## config.mk

```make
export PLATFORM = sky130hd
export DESIGN_NAME = instr_fetch_unit
export DESIGN_NICKNAME = d
export VERILOG_FILES = /design/src/rtl/cpu_pkg.sv /design/src/rtl/ifu_perf_counters.sv /design/src/rtl/instr_fetch_unit.sv
export SDC_FILE = /design/constraint.sdc
export NUM_CORES = 1
export LEC_CHECK = 0
export CAP_MARGIN = 20
export CORE_AREA = 4 4 113 115
export DETAILED_ROUTE_END_ITERATION = 10
export DIE_AREA = 0 0 117 119
export HOLD_SLACK_MARGIN = 0.02
export PLACE_DENSITY_LB_ADDON = 0.3
export SKIP_LAST_GASP = 1
export SLEW_MARGIN = 20
export SYNTH_ARGS = -nofsm -noshare
export SYNTH_HDL_FRONTEND = slang
export SYNTH_HIERARCHICAL = 1
export SYNTH_SLANG_ARGS = --single-unit
```

## constraint.sdc

```tcl
create_clock -name clk -period 3.3 [get_ports clk]
set_clock_uncertainty 0.2 [all_clocks]
set_input_delay 0.33 -clock clk [delete_from_list [all_inputs] [get_ports clk]]
set_output_delay 0.33 -clock clk [all_outputs]
set_load 0.005 [all_outputs]
```

## src/rtl/cpu_pkg.sv

```systemverilog
// cpu_pkg: shared widths, fetch-unit state enum and opcode constants for the CPU front end
package cpu_pkg;
  localparam int INSTR_W = 32;
  localparam int OPCODE_W = 6;
  typedef enum logic [1:0] {IDLE, FETCH, ISSUE, DRAIN} ifu_state_t;
  localparam logic [OPCODE_W-1:0] OP_RTYPE = 6'b000000;
  localparam logic [OPCODE_W-1:0] OP_LW = 6'b100011;
  localparam logic [OPCODE_W-1:0] OP_SW = 6'b101011;
  localparam logic [OPCODE_W-1:0] OP_BEQ = 6'b000100;
  localparam logic [OPCODE_W-1:0] OP_J = 6'b000010;
endpackage

```

## src/rtl/ifu_perf_counters.sv

```systemverilog
// ifu_perf_counters: wrapping 32-bit delivered/flushed counters; in clk, rst, i_fetch_inc, i_flush_inc; out o_fetch_cnt, o_flush_cnt
module ifu_perf_counters (
  input  logic        clk,
  input  logic        rst,
  input  logic        i_fetch_inc,
  input  logic        i_flush_inc,
  output logic [31:0] o_fetch_cnt,
  output logic [31:0] o_flush_cnt
);
  always_ff @(posedge clk) begin
    if (rst) begin
      o_fetch_cnt <= '0;
      o_flush_cnt <= '0;
    end else begin
      o_fetch_cnt <= o_fetch_cnt + 32'(i_fetch_inc);
      o_flush_cnt <= o_flush_cnt + 32'(i_flush_inc);
    end
  end
endmodule

```

## src/rtl/instr_fetch_unit.sv

```systemverilog
// instr_fetch_unit: PC + req/ack imem fetch + valid/ready decode issue with redirect flush; ports clk, rst, imem_*, dec_*, redirect_*, perf_* counters when IFU_PERF_CNT_EN is defined
module instr_fetch_unit
  import cpu_pkg::*;
#(
  parameter int ADDR_W = 32,
  parameter logic [ADDR_W-1:0] RESET_PC = '0
) (
  input  logic                clk,
  input  logic                rst,
  output logic                imem_req,
  output logic [ADDR_W-1:0]   imem_addr,
  input  logic                imem_ack,
  input  logic [INSTR_W-1:0]  imem_rdata,
  output logic                dec_valid,
  input  logic                dec_ready,
  output logic [INSTR_W-1:0]  dec_instr,
  output logic [OPCODE_W-1:0] dec_opcode,
  output logic [ADDR_W-1:0]   dec_pc,
  input  logic                redirect_valid,
  input  logic [ADDR_W-1:0]   redirect_pc
`ifdef IFU_PERF_CNT_EN
  ,
  output logic [31:0]         perf_fetch_cnt,
  output logic [31:0]         perf_flush_cnt
`endif
);
  ifu_state_t r_state, w_state_nxt;
  logic [ADDR_W-1:0] r_pc, w_pc_nxt, r_addr, r_dec_pc, w_tgt;
  logic [INSTR_W-1:0] r_instr;
  logic w_hs, w_cap;
  assign w_tgt = redirect_pc & ~ADDR_W'(3);
  assign w_hs = (r_state == ISSUE) && dec_ready;
  assign w_cap = (r_state == FETCH) && imem_ack && !redirect_valid;
  always_comb begin
    w_state_nxt = r_state;
    w_pc_nxt = redirect_valid ? w_tgt : w_cap ? r_pc + ADDR_W'(4) : r_pc;
    w_state_nxt = r_state == IDLE  ? FETCH :
                  r_state == FETCH ? (redirect_valid ? (imem_ack ? FETCH : DRAIN) : (imem_ack ? ISSUE : FETCH)) :
                  r_state == ISSUE ? ((redirect_valid || w_hs) ? FETCH : ISSUE) :
                  (imem_ack ? FETCH : DRAIN);
  end
  always_ff @(posedge clk) begin
    if (rst) begin
      r_state <= IDLE;
      r_pc <= RESET_PC;
      r_addr <= RESET_PC;
      r_instr <= '0;
      r_dec_pc <= '0;
    end else begin
      r_state <= w_state_nxt;
      r_pc <= w_pc_nxt;
      if (w_state_nxt == FETCH) r_addr <= w_pc_nxt;
      if (w_cap) begin
        r_instr <= imem_rdata;
        r_dec_pc <= r_pc;
      end
    end
  end
  assign imem_req = (r_state == FETCH) || (r_state == DRAIN);
  assign imem_addr = r_addr;
  assign dec_valid = r_state == ISSUE;
  assign dec_instr = r_instr;
  assign dec_opcode = r_instr[INSTR_W-1 -: OPCODE_W];
  assign dec_pc = r_dec_pc;
`ifdef IFU_PERF_CNT_EN
  logic w_flush;
  assign w_flush = ((r_state == ISSUE) && redirect_valid && !dec_ready) ||
                   ((r_state == DRAIN) && imem_ack) ||
                   ((r_state == FETCH) && imem_ack && redirect_valid);
  ifu_perf_counters u_perf (
    .clk(clk),
    .rst(rst),
    .i_fetch_inc(w_hs),
    .i_flush_inc(w_flush),
    .o_fetch_cnt(perf_fetch_cnt),
    .o_flush_cnt(perf_flush_cnt)
  );
`else
`endif
endmodule
```

Word level (Yosys, flattened, before mapping) --
Index checks and enable logic that the tools add are counted. Widths: inputs -> output; s select.
Operators by class: multiplexer cells 9, reduce and logical (&&, ||, !) cells 7, equality and inequality tests 4, add/subtract/negate cells 1
Operators by type and width (number):
- $mux 32 | 2
- $add 32x3->32 const B | 1
- $mux 2 | 7
- $eq 2x1->1 const B | 2
- $eq 2x2->1 const B | 2
- $logic_and 1x1->1 | 3
- $logic_not 2->1 | 1
- $logic_or 1x1->1 | 2
- $logic_not 1->1 | 1
Word-level totals: word-level logic and storage cells 26, input bits 69, output and inout port bits 104, register bits after elaboration 130

Depth between registers and ports, before layout --
depth in word-level cells 8, gate-level depth with buffers 12, mapped depth without buffers 8

Worst setup path after synthesis --
Ideal clock, no wire load.
path kind input-to-reg, start in redirect_valid, end reg r_addr[15], in the netlist imem_addr[15], path buffers 4, required time 3.029 ns, path slack 0.620 ns, data arrival time 2.410 ns, stages 11, setup time 0.071 ns, cells stage by stage clkinv_1 > clkbuf_1 > buf_1 > ha_1 > nand2b_1 > o21ai_1 > buf_2 > nor2b_1 > clkbuf_1 > o211ai_1 > a21oi_1
On the way: cells in the longest elaborated chain, start to end 6, elaborated cells between the ends (all ways) 11, classes of those cells eq/ne (1); mux (7); reduce/logical (3)
Ends and longest elaborated chain:
- from (decl) | line instr_fetch_unit.sv:19 | input logic redirect_valid,
- $logic_or 1x1->1 | line instr_fetch_unit.sv:39 | r_state == ISSUE ? ((redirect_valid || w_hs) ? FETCH : ISSUE) :
- $mux 2 (2 in a row) | line instr_fetch_unit.sv:39
- $mux 2 | line instr_fetch_unit.sv:38 | r_state == FETCH ? (redirect_valid ? (imem_ack ? FETCH : DRAIN) : (imem_ack ? ISSUE : FETCH)) :
- $mux 2 | line instr_fetch_unit.sv:37 | w_state_nxt = r_state == IDLE ? FETCH :
- $eq 2x1->1 | line instr_fetch_unit.sv:52 | if (w_state_nxt == FETCH) r_addr <= w_pc_nxt;
- to (signal assigned) | line instr_fetch_unit.sv:52
- to (decl) | line instr_fetch_unit.sv:28 | logic [ADDR_W-1:0] r_pc, w_pc_nxt, r_addr, r_dec_pc, w_tgt;
Parallel ways exist; a longest one is shown, timed or not. A chain may end at the register's enable or synchronous reset.

Worst setup path in the final report --
start in redirect_valid, end reg r_addr[31], in the netlist imem_addr[31]
Same word-level chain as after synthesis.

==> results.ini <==
[logic_synthesis]
syn_inst = 656
synth_most_common_cell = nand2_1
synthTopCellsByCount = 175 x nand2_1, 130 x dfxtp_1, 83 x a21oi_1
yosysTopAreaCell = dfxtp_1
synth_area_leaders = dfxtp_1 49%, nand2_1 12%, a21oi_1 7.8%, nor2_1 2.9%, xor2_1 2.8%
synth_top_area_frac = 0.488
synthFlopType = dfxtp_1
syn_avg_cell_area_um2 = 8.13
async_flop_share = 0
ys_seq_area_frac = 0.488
syn-num-nets = 727
synth_area_um2 = 5340
ys_warn_count = 6
ys_seq_elements = 130
synth_edf_count = 0
synth.distinct_cells = 53

[critical_path]
reg2reg_from = r_pc[2]
cp-start-kind = input port
cp.arrival_ps = 2550
r2r-end = imem_addr[24]
cp_data_required_time_ps = 3430
critPathKind = input port to flop
ff2ff_path_depth = 7
rrSetupSlack_ps = 900
cp_max_fo = 11
cp-end-kind = flop

[timing]
fin_ws_ps = 878
period_needed_ps = 2420
finalHoldViolCount = 0
post-route-period-util = 0.734
tightest_slew_ps = 861
slew_headroom = 0.425
rsz0062_at_grt = false
drv_slew = 0
fmax_mhz = 413
tns_ps = 0
finalSetupViolCount = 0

[final_layout]
final-seq-area_um2 = 2600
syn_to_final_growth_pct = 43.8
final_util = 0.650
diodes = 0
stdcell_count = 965
final.fill_count = 996
multiInputGateArea_um2 = 2490
drive_above_1_share = 0.0636
fin_nets = 880

[worst_hold_path]
hold_path_class = flop to flop
min_from = dec_pc[19]
hold_depth = 2
hold_path_end = dec_pc[19]

[drt]
drt_first_pass_iters = 4
wl_mm = 15.3
dr.first_iter.drc_count = 325
drc = 0
vias = 5079
antenna_left = 0
wl_per_cell_um = 15.9
drt-vias-per-instance = 5.26

[clock_tree]
numCtsBuffers = 17
clk_path_buf_depth = 2
insertion_delay_ps = 410
h-tree-depth = 4
cts_tree = yes
cts-root-buf = clkbuf_16
numClockSinks = 130
cts.clk_slew.worst_paths_ps = 50

[status]
status = completed

[global_routing]
grt_pass1_vias = 5057
grt_remaining_overflow = 0
grt_start_max_net_pins = 105
grt_pass1_wl_mm = 24.5
antenna_found_initial = 0
grtUsageTotal = 0.220

[place]
dp.cells = 935
portBuffers = 170
hpwl_mm = 10.8
dpl_worst_slack_ps = 477
gp_congestion = 0.803

[die]
die_w_um = 117
start_util = 0.452
rows = 40
core_area_um2 = 11800
top_level_ports = 173
dieArea_um2 = 13900
die_h_um = 119

[power_and_ir_drop]
leakagePower_uw = 0.00279
ir_drop_mv = 0.255
power_density_nw_per_um2 = 509

[job]
maxCapViolations = 0

## worst max-delay path by stage
stage	startpoint	slack (ps)	endpoint
final	redirect_valid	880	imem_addr[31]
after global routing	redirect_valid	680	imem_addr[31]
after CTS	redirect_valid	870	r_pc[29]
after detailed placement	redirect_valid	480	imem_addr[25]
after global placement	redirect_valid	530	imem_addr[25]
after floorplan	redirect_valid	620	imem_addr[15]
## kinds of logic (layout without fill, tap and decap cells)
logic type | Yosys count | in the layout | synth area share
fa+ha+maj | 2 | 2 | 0.00469
buf+inv | 58 | 220 | 0.0481
compound gates | 136 | 136 | 0.149
simple gates | 298 | 298 | 0.257
mux | 6 | 6 | 0.0113
flops | 130 | 130 | 0.488
xor+xnor | 26 | 26 | 0.0427
## through the flow
step | area (µm²) | total power [µW] | hold WS, ps
finish | 7670 | 3900 | 251
global route | 7670 | 4050 | 271
CTS | 7650 | 3930 | 254
detailed placement | 7090 | 2200 | 246
global placement | 7090 | 2180 | 241
floorplan | 5340 | 1930 | 236
## flip-flops by register name, indices dropped and copies added, names as in the netlist
name / flops
dec_instr: 32
dec_pc: 32
imem_addr: 32
r_pc: 32
r_state: 2
## cell type report
class / instances / area share
flip-flops and latches: 130 / 0.339
repair buffers: 184 / 0.238
clock inverters: 5 / 0.00717
well taps: 147 / 0.0240
multi-input cells: 468 / 0.324
inverters: 8 / 0.00391
clock buffers: 23 / 0.0636
## power breakdown
group          internal [µW]  total (µW)  switching, µW
logic                    248         466            218
clock network           1090        1730            637
registers               1650        1710           58.5
## worst max-delay path: stages
cell and delay, ps:
clkdlybuf4s50_1 610, clkinv_1 130, ha_1 290, nand2b_1 70, o21ai_1 120, buf_4 200, nand2b_1 120, nor2_1 100
buf_4 170, nand2_1 140, o22ai_1 260
## routing by layer
layer	vias to the layer above	share of wire	track usage
met5	-	0	0
met4	0	0.013	0.0724
met2	177	0.48	0.362
met1	2360	0.43	0.272
li1	2521	-	-
met3	21	0.081	0.0650
## cells in the final DEF (no fill, tap or decap), types with 2 or more instances in the layout
cell,count
xor2_1,17
ha_1,2
o21ai_0,13
nor2_1,40
nor3_1,9
o22ai_1,3
and4_1,3
nand3_1,20
and3_1,8
nand2b_1,4
a211oi_1,4
xnor2_1,9
a21oi_1,83
o211ai_1,3
clkdlybuf4s50_1,169
o21a_1,4
dfxtp_1,130
nand4_1,7
clkbuf_8,4
o31ai_1,3
nand2_1,174
o211a_1,3
o21ai_1,2
inv_1,7
clkbuf_16,17
a32o_1,2
a31oi_1,7
nor4_2,3
nand2_2,2
mux2i_1,6
clkbuf_1,2
and2_1,12
clkinv_2,2
clkinvlp_4,2
buf_4,13
nor4_1,6
## what timing repair did
item | 4_1_cts | 5_1_grt
endpoints found under the hold margin | 3 | 0
resized for setup | 0 | 0
buffers inserted | 0 | 0
hold buffers | 1 | 0
Power figures use the tool's default switching activity.
